<file path="config.mk">
export PLATFORM = sky130hd
export DESIGN_NAME = multiword_add_ctrl
export DESIGN_NICKNAME = d
export VERILOG_FILES = /design/src/rtl/multiword_add_ctrl.sv
export SDC_FILE = /design/constraint.sdc
export NUM_CORES = 1
export LEC_CHECK = 0
export ABC_AREA = 1
export BUFFER_PORTS_ARGS = -buffer_cell sky130_fd_sc_hd__buf_2
export CAP_MARGIN = 20
export CORE_MARGIN = 5
export CORE_UTILIZATION = 45
export DETAILED_ROUTE_END_ITERATION = 7
export GPL_ROUTABILITY_DRIVEN = 0
export PLACE_DENSITY = 0.82
export SLEW_MARGIN = 15
export SYNTH_ARGS = -nofsm -noshare
export SYNTH_HDL_FRONTEND = slang
export SYNTH_SLANG_ARGS = --single-unit
</file>
<file path="constraint.sdc">
create_clock -name clk -period 13.95 [get_ports clk]
set_input_delay 0 -clock clk [delete_from_list [all_inputs] [get_ports clk]]
set_output_delay 0 -clock clk [all_outputs]
set_load 0.01 [all_outputs]
</file>
<file path="src/rtl/multiword_add_ctrl.sv">
// ============================================================================
// Module   : multiword_add_ctrl (with helper cla)
// Purpose  : Multi-cycle wide add/subtract that reuses one WIDTH-bit adder slice
// Revision : 1.0 - initial release
// ============================================================================
`default_nettype none

module cla #(
    parameter int WIDTH = 32
) (
    input  logic [WIDTH-1:0] a,
    input  logic [WIDTH-1:0] b,
    input  logic             cin,
    output logic [WIDTH-1:0] s,
    output logic             cout
);
    logic [WIDTH-1:0] g;
    logic [WIDTH-1:0] p;
    logic             carry;

    assign g = a & b;
    assign p = a ^ b;

    always_comb begin
        carry = cin;
        s     = '0;
        for (int i = 0; i < WIDTH; i++) begin
            s[i]  = p[i] ^ carry;
            carry = g[i] | (p[i] & carry);
        end
        cout = carry;
    end
endmodule

module multiword_add_ctrl #(
    parameter int WIDTH = 32,
    parameter int WORDS = 4
) (
    input  logic                   clk,
    input  logic                   reset,
    input  logic                   in_valid,
    output logic                   in_ready,
    input  logic [WIDTH*WORDS-1:0] a,
    input  logic [WIDTH*WORDS-1:0] b,
    input  logic                   cin,
    input  logic                   op_sub,
    output logic                   out_valid,
    input  logic                   out_ready,
    output logic [WIDTH*WORDS-1:0] s,
    output logic                   cout,
    output logic                   ovf
);
    localparam int TOTAL = WIDTH * WORDS;
    localparam int KW    = (WORDS > 1) ? $clog2(WORDS) : 1;
    localparam logic [KW-1:0] LAST = KW'(WORDS - 1);

    typedef enum logic [1:0] {
        IDLE = 2'd0,
        RUN  = 2'd1,
        DONE = 2'd2
    } state_t;

    state_t            state_q, state_d;
    logic [KW-1:0]     k_q, k_d;
    logic [TOTAL-1:0]  a_q, a_d;
    logic [TOTAL-1:0]  b_q, b_d;
    logic              carry_q, carry_d;
    logic [TOTAL-1:0]  s_q, s_d;
    logic              cout_q, cout_d;
    logic              ovf_q, ovf_d;

    logic [WIDTH-1:0]  slice_a;
    logic [WIDTH-1:0]  slice_b;
    logic [WIDTH-1:0]  slice_s;
    logic              slice_c;

    assign slice_a = a_q[int'(k_q)*WIDTH +: WIDTH];
    assign slice_b = b_q[int'(k_q)*WIDTH +: WIDTH];

    cla #(.WIDTH(WIDTH)) u_cla (
        .a    (slice_a),
        .b    (slice_b),
        .cin  (carry_q),
        .s    (slice_s),
        .cout (slice_c)
    );

    always_comb begin
        state_d   = state_q;
        k_d       = k_q;
        a_d       = a_q;
        b_d       = b_q;
        carry_d   = carry_q;
        s_d       = s_q;
        cout_d    = cout_q;
        ovf_d     = ovf_q;
        in_ready  = (state_q == IDLE);
        out_valid = (state_q == DONE);

        case (state_q)
            IDLE: begin
                if (in_valid) begin
                    // Subtract is a + ~b + 1, so the inversion and forced carry are
                    // folded in here and the datapath never needs op_sub again.
                    a_d     = a;
                    b_d     = op_sub ? ~b : b;
                    carry_d = op_sub | cin;
                    k_d     = '0;
                    state_d = RUN;
                end
            end
            RUN: begin
                s_d[int'(k_q)*WIDTH +: WIDTH] = slice_s;
                carry_d = slice_c;
                if (k_q == LAST) begin
                    k_d     = '0;
                    cout_d  = slice_c;
                    ovf_d   = (a_q[TOTAL-1] == b_q[TOTAL-1]) & (slice_s[WIDTH-1] != a_q[TOTAL-1]);
                    state_d = DONE;
                end else begin
                    k_d = k_q + KW'(1);
                end
            end
            DONE: begin
                if (out_ready) begin
                    state_d = IDLE;
                end
            end
            default: state_d = IDLE;
        endcase
    end

    always_ff @(posedge clk) begin
        if (reset) begin
            state_q <= IDLE;
            k_q     <= '0;
            a_q     <= '0;
            b_q     <= '0;
            carry_q <= 1'b0;
            s_q     <= '0;
            cout_q  <= 1'b0;
            ovf_q   <= 1'b0;
        end else begin
            state_q <= state_d;
            k_q     <= k_d;
            a_q     <= a_d;
            b_q     <= b_d;
            carry_q <= carry_d;
            s_q     <= s_d;
            cout_q  <= cout_d;
            ovf_q   <= ovf_d;
        end
    end

    assign s    = s_q;
    assign cout = cout_q;
    assign ovf  = ovf_q;
endmodule

`default_nettype wire

</file>
# Word-level counts from Yosys, hierarchy flattened

Cells that the tools add are included.

Flip-flop bits (word level): 391
Input bits: 262
Output and inout bits: 132
Word-level logic and storage cells: 140

Add/sub/neg operators: 2
Equality and inequality tests: 8
Shift-type cells: 4
Muxes and demuxes: 11
Bitwise gates (word level): 101
Reductions and logical operators: 6

Operators by type and width:

| operator                                                 | count |
|---|---|
| indexed part select 128 x 8 -> 32 bit                    | 2 |
| bitwise mux 128 bit                                      | 1 |
| two-way mux 128 bit                                      | 1 |
| inverter 128 bit                                         | 1 |
| variable shift 32 x 33 -> 128 bit (first input constant) | 1 |
| indexed part select 32 x 33 -> 128 bit                   | 1 |
| AND 1 bit                                                | 33 |
| negator 7 -> 33 bit                                      | 1 |
| bitwise OR 1 bit                                         | 33 |
| AND 32 bit                                               | 1 |
| bitwise XOR 1 bit                                        | 32 |
| bitwise XOR 32 bit                                       | 1 |
| two-way mux 2 bit                                        | 5 |
| case mux 2 bit (3 select lines)                          | 1 |
| AND reduction 2 bit                                      | 3 |
| == test 2 bit (second input constant)                    | 2 |
| != test 2 bit (second input constant)                    | 2 |
| case mux 2 bit (2 select lines)                          | 1 |
| AND reduction 3 bit                                      | 1 |
| adder 2 x 1 -> 2 bit (second input constant)             | 1 |
| == test 2 x 1 -> 1 bit (second input constant)           | 1 |
| logical NOT 2 bit                                        | 1 |
| != test 2 x 1 -> 1 bit (second input constant)           | 1 |
| case mux 1 bit (2 select lines)                          | 1 |
| other kinds (4)                                          | 4 |

# Logic depth before layout (Yosys ltp)

Word-level depth: 67
Gate-level depth with buffers: 45
Gate-level depth less buffers: 43

# By module

Synthesis repeated with hierarchy kept, for this count alone.

Cells, all modules: 2,395
Area, all modules: 17,824.6 µm²

Modules (own cells, without submodules):

| module             | instances | cells an instance | area each (µm²) | sequential area each (µm²) |
|---|---|---|---|---|
| multiword_add_ctrl | 1         | 2,353             | 17,146.4        | 7,827.5 |
| cla                | 1         | 42                | 678.2           | 0.0 |

# Worst setup path before layout

Ideal clock, no wire load.

Path kind: register to register
Start: register k_q[0]
End: register ovf_q (netlist: ovf)
Setup time: 116 ps
Data arrival time: 13,701 ps
Required time: 13,834 ps
Path slack: 133 ps
Stages on the path, launching flop included: 46
Path buffers: 3
Clock period less this slack: 13,817 ps
Cells stage by stage: dfxtp_1 > buf_2 > buf_2 > buf_2 > o21ai_0 > o22ai_1 > fa_1 > inv_1 > fa_1 > fa_1 > fa_1 > fa_1 > fa_1 > fa_1 > fa_1 > fa_1 > fa_1 > fa_1 > [... 10 more ...] > fa_1 > fa_1 > fa_1 > fa_1 > fa_1 > fa_1 > fa_1 > fa_1 > fa_1 > fa_1 > inv_1 > fa_1 > inv_1 > nor2_1 > nand2_1 > nand2_1 > nor2_1 > nor2_1

Cells in the longest elaborated chain, start to end: 67
Elaborated cells on any way between the ends: 71
Classes of those cells: eq/ne: 2; shift: 2; bitwise: 66; reduce/logical: 1

Ends and longest elaborated chain:

| item                                                     | line   | RTL |
|---|---|---|
| start: declaration                                       | 64     | `logic [KW-1:0] k_q, k_d;` |
| start signal: assignment                                 | 145    | `k_q <= k_d;` |
| indexed part select 128 x 8 -> 32 bit (on tied branches) | 77, 78 |  |
| bitwise XOR 32 bit                                       | 22     | `assign p = a ^ b;` |
| AND 1 bit                                                | 29     | `carry = g[i] \| (p[i] & carry);` |
| bitwise OR 1 bit                                         | 29     |  |
| AND 1 bit                                                | 29     |  |
| bitwise OR 1 bit                                         | 29     |  |
| AND 1 bit                                                | 29     |  |
| bitwise OR 1 bit                                         | 29     |  |
| [... 51 more ...]                                        | -      |  |
| bitwise OR 1 bit                                         | 29     |  |
| AND 1 bit                                                | 29     |  |
| bitwise OR 1 bit                                         | 29     |  |
| AND 1 bit                                                | 29     |  |
| bitwise OR 1 bit                                         | 29     |  |
| bitwise XOR 1 bit                                        | 28     | `s[i] = p[i] ^ carry;` |
| != test 1 bit                                            | 118    | `ovf_d = (a_q[TOTAL-1] == b_q[TOTAL-1]) & (slice_s[WIDTH-1] != a_q[TOTAL-1]);` |
| AND 1 bit                                                | 118    |  |
| end signal: assignment                                   | 151    | `ovf_q <= ovf_d;` |
| end: declaration                                         | 70     | `logic ovf_q, ovf_d;` |

Several ways; a longest one is shown, not always the timed one.
A chain may end at the register's enable or synchronous reset.

# Worst setup path in the final report

Ends and elaborated chain as after synthesis.

==> impl_metrics.json <==
{
  "wirelength_mm": 73.0,
  "ioPinCount": 394,
  "grt_max_degree": 181,
  "dr.pass1.iters": 8,
  "grt-ovfl-total": 0,
  "die_w_um": 213,
  "maxSlewHeadroom_pct": 25.3,
  "cts_buffer_depth": 3,
  "critPathLaunchType": "flip-flop",
  "final-hold-violation-count": 0,
  "dp_hpwl_mm": 45.2,
  "clock_latency_ns": 0.56,
  "power_mw": 2.99,
  "drive_above_1_share_pct": 15.9,
  "syn_to_final_growth_pct": 33.4,
  "fin_setup_tns_ns": 0,
  "synth_seq_area_share_pct": 42.3,
  "setup_viol": 0,
  "cp-end-kind": "flip-flop",
  "placedCellCount": 3463,
  "grt_use_total_pct": 30.5,
  "cts_sinks": 391,
  "fin_crit_sh_pct": 97.8,
  "cpMostUsedCell": "fa_1",
  "num-fill-cells": 3391,
  "drcViolationCount": 0,
  "cts_max_level": 2,
  "cts_buffers": 41,
  "maxCapViolations": 0,
  "pre_cts_slack_ns": -0.0303,
  "holdWs_ns": 0.0747,
  "worst-setup-path-type": "reg2reg",
  "synth_nets": 3006,
  "postLayoutCellArea_um2": 24700,
  "finalNetCount": 3536,
  "min_period_ns": 13.64,
  "io_buffers": 393,
  "ys_types": 20,
  "skew_ns": 0.0303,
  "place_area_um2": 20600,
  "worst_slew_pin_slew_ns": 1.12,
  "cts_tree": "yes",
  "row_count": 74,
  "final_common_cell": "nor2_1",
  "start_util_pct": 45.5,
  "path_clk_slew_ns": 0.07,
  "met2_usage_pct": 49.8,
  "grt_pass1_wl_mm": 108,
  "vdd_drop_max_uv": 86.2,
  "avgSynthCellArea_um2": 6.85,
  "worstPathArrival_ns": 14.09,
  "path_max_fanout": 11,
  "p_per_area_nw_per_um2": 121,
  "use_met3_pct": 7.43,
  "drt-vias-per-instance": 5.29,
  "max_freq_ghz": 0.0733,
  "yosys_warnings": 0,
  "worst_slack_ns": 0.309,
  "slowest_stage": "fa_2",
  "drtIter0Drc": 2406,
  "clockRootBuffer": "clkbuf_16",
  "final_cell_mix": "nor2_1, nand2_1, buf_2, dfxtp_1, dlygate4sd3_1",
  "leakage_nw": 11.2,
  "antenna_found_initial": 14,
  "outcome": "finished clean",
  "synthesis.area_um2": 18500,
  "core_um2": 40700,
  "syn_inst": 2706,
  "utilization_pct": 60.7,
  "die_h_um": 213,
  "required_ns": 14.40,
  "wire_per_inst_um": 19.2,
  "top_usage_layer": "met2",
  "cp_slowest_stage_delay_ns": 0.47,
  "grt_pass1_vias": 19200,
  "ys_ff_latch": 391,
  "ant_nets": 0,
  "design.die.area_um2": 45300,
  "stdcell_count": 3810,
  "hold_path_class": "in2reg",
  "vias": 20100,
  "grt_use_met1_pct": 37.1,
  "drv_slew": 0
}
cell type report:
type                    count  area [µm²]  area share, %
clock buffers              57        1240           5.01
flip-flops and latches    391        7830           31.7
inverters                 149         577           2.33
well taps                 532         666           2.69
repair buffers            683        4830           19.6
diodes                     10        25.0          0.101
clock inverters            18         225          0.911
multi-input cells        1970        9310           37.7
per-layer routing:
layer | routed length, µm | vias to the layer above
met5 | 69 | -
met4 | 4890 | 10
met3 | 7320 | 332
met2 | 33600 | 1189
met1 | 27100 | 9154
li1 | - | 9456
worst max-delay path: cells and delay by family, from the launching register on:
kind	cells	cell delay (ns)
AO/OA/AOI/OAI	2	0.31
flip-flops	1	0.38
AND/OR/NAND/NOR	5	0.27
buffers and inverters	4	0.33
adder cells (fa/ha/maj)	32	12.24
flip-flops by register name, summed over array words and instances, names as in the netlist:
name	flops
ovf	1
a_q	128
state_q	2
cout	1
carry_q	1
k_q	2
s	128
b_q	128
cells in the mapped netlist, drive strengths merged:
master | instances | share of area (%)
ha | 6 | 0.41
a21oi | 189 | 5.1
nand3 | 70 | 1.9
buf | 88 | 2.5
inv | 148 | 3.0
nand4 | 1 | 0.034
clkbuf | 108 | 2.2
fa | 32 | 3.5
clkinv | 1 | 0.020
o22ai | 4 | 0.14
dfxtp | 391 | 42
o21ai | 259 | 7.0
nor2 | 749 | 15
nand2 | 532 | 11
xnor2 | 128 | 6.1
repair_timing:
item | in CTS | in global routing
gates resized for setup | 1 | 12
endpoints found under the setup margin | 3 | 7
hold endpoints to repair | 279 | 0
buffers inserted | 0 | 0
pin swaps | 0 | 2
hold buffers | 260 | 0
final timing paths:
kind | start | slack (ns) | endpoint | depth (start not counted)
max reg2reg | k_q[0] | 0.31 | ovf | 43
max | k_q[0] | 0.31 | ovf | 43
min | cin | 0.07 | carry_q | 7
min reg2reg | a_q[15] | 0.45 | a_q[15] | 2
cell families after synthesis:
logic type,after synthesis,synth area share [%]
XOR/XNOR,128,6.05
buffers and inverters,345,7.69
AO/OA/AOI/OAI,452,12.2
flip-flops,391,42.3
AND/OR/NAND/NOR,1352,27.9
adder cells (fa/ha/maj),38,3.86
power by group:
part | leakage [nW] | internal [mW] | switching (mW)
Sequential | 3.21 | 1.19 | 0.0443
Combinational | 7.23 | 0.226 | 0.352
Clock | 0.726 | 0.698 | 0.473
Total | 11.2 | 2.12 | 0.870
No activity file was read; power rests on OpenSTA's default activity.
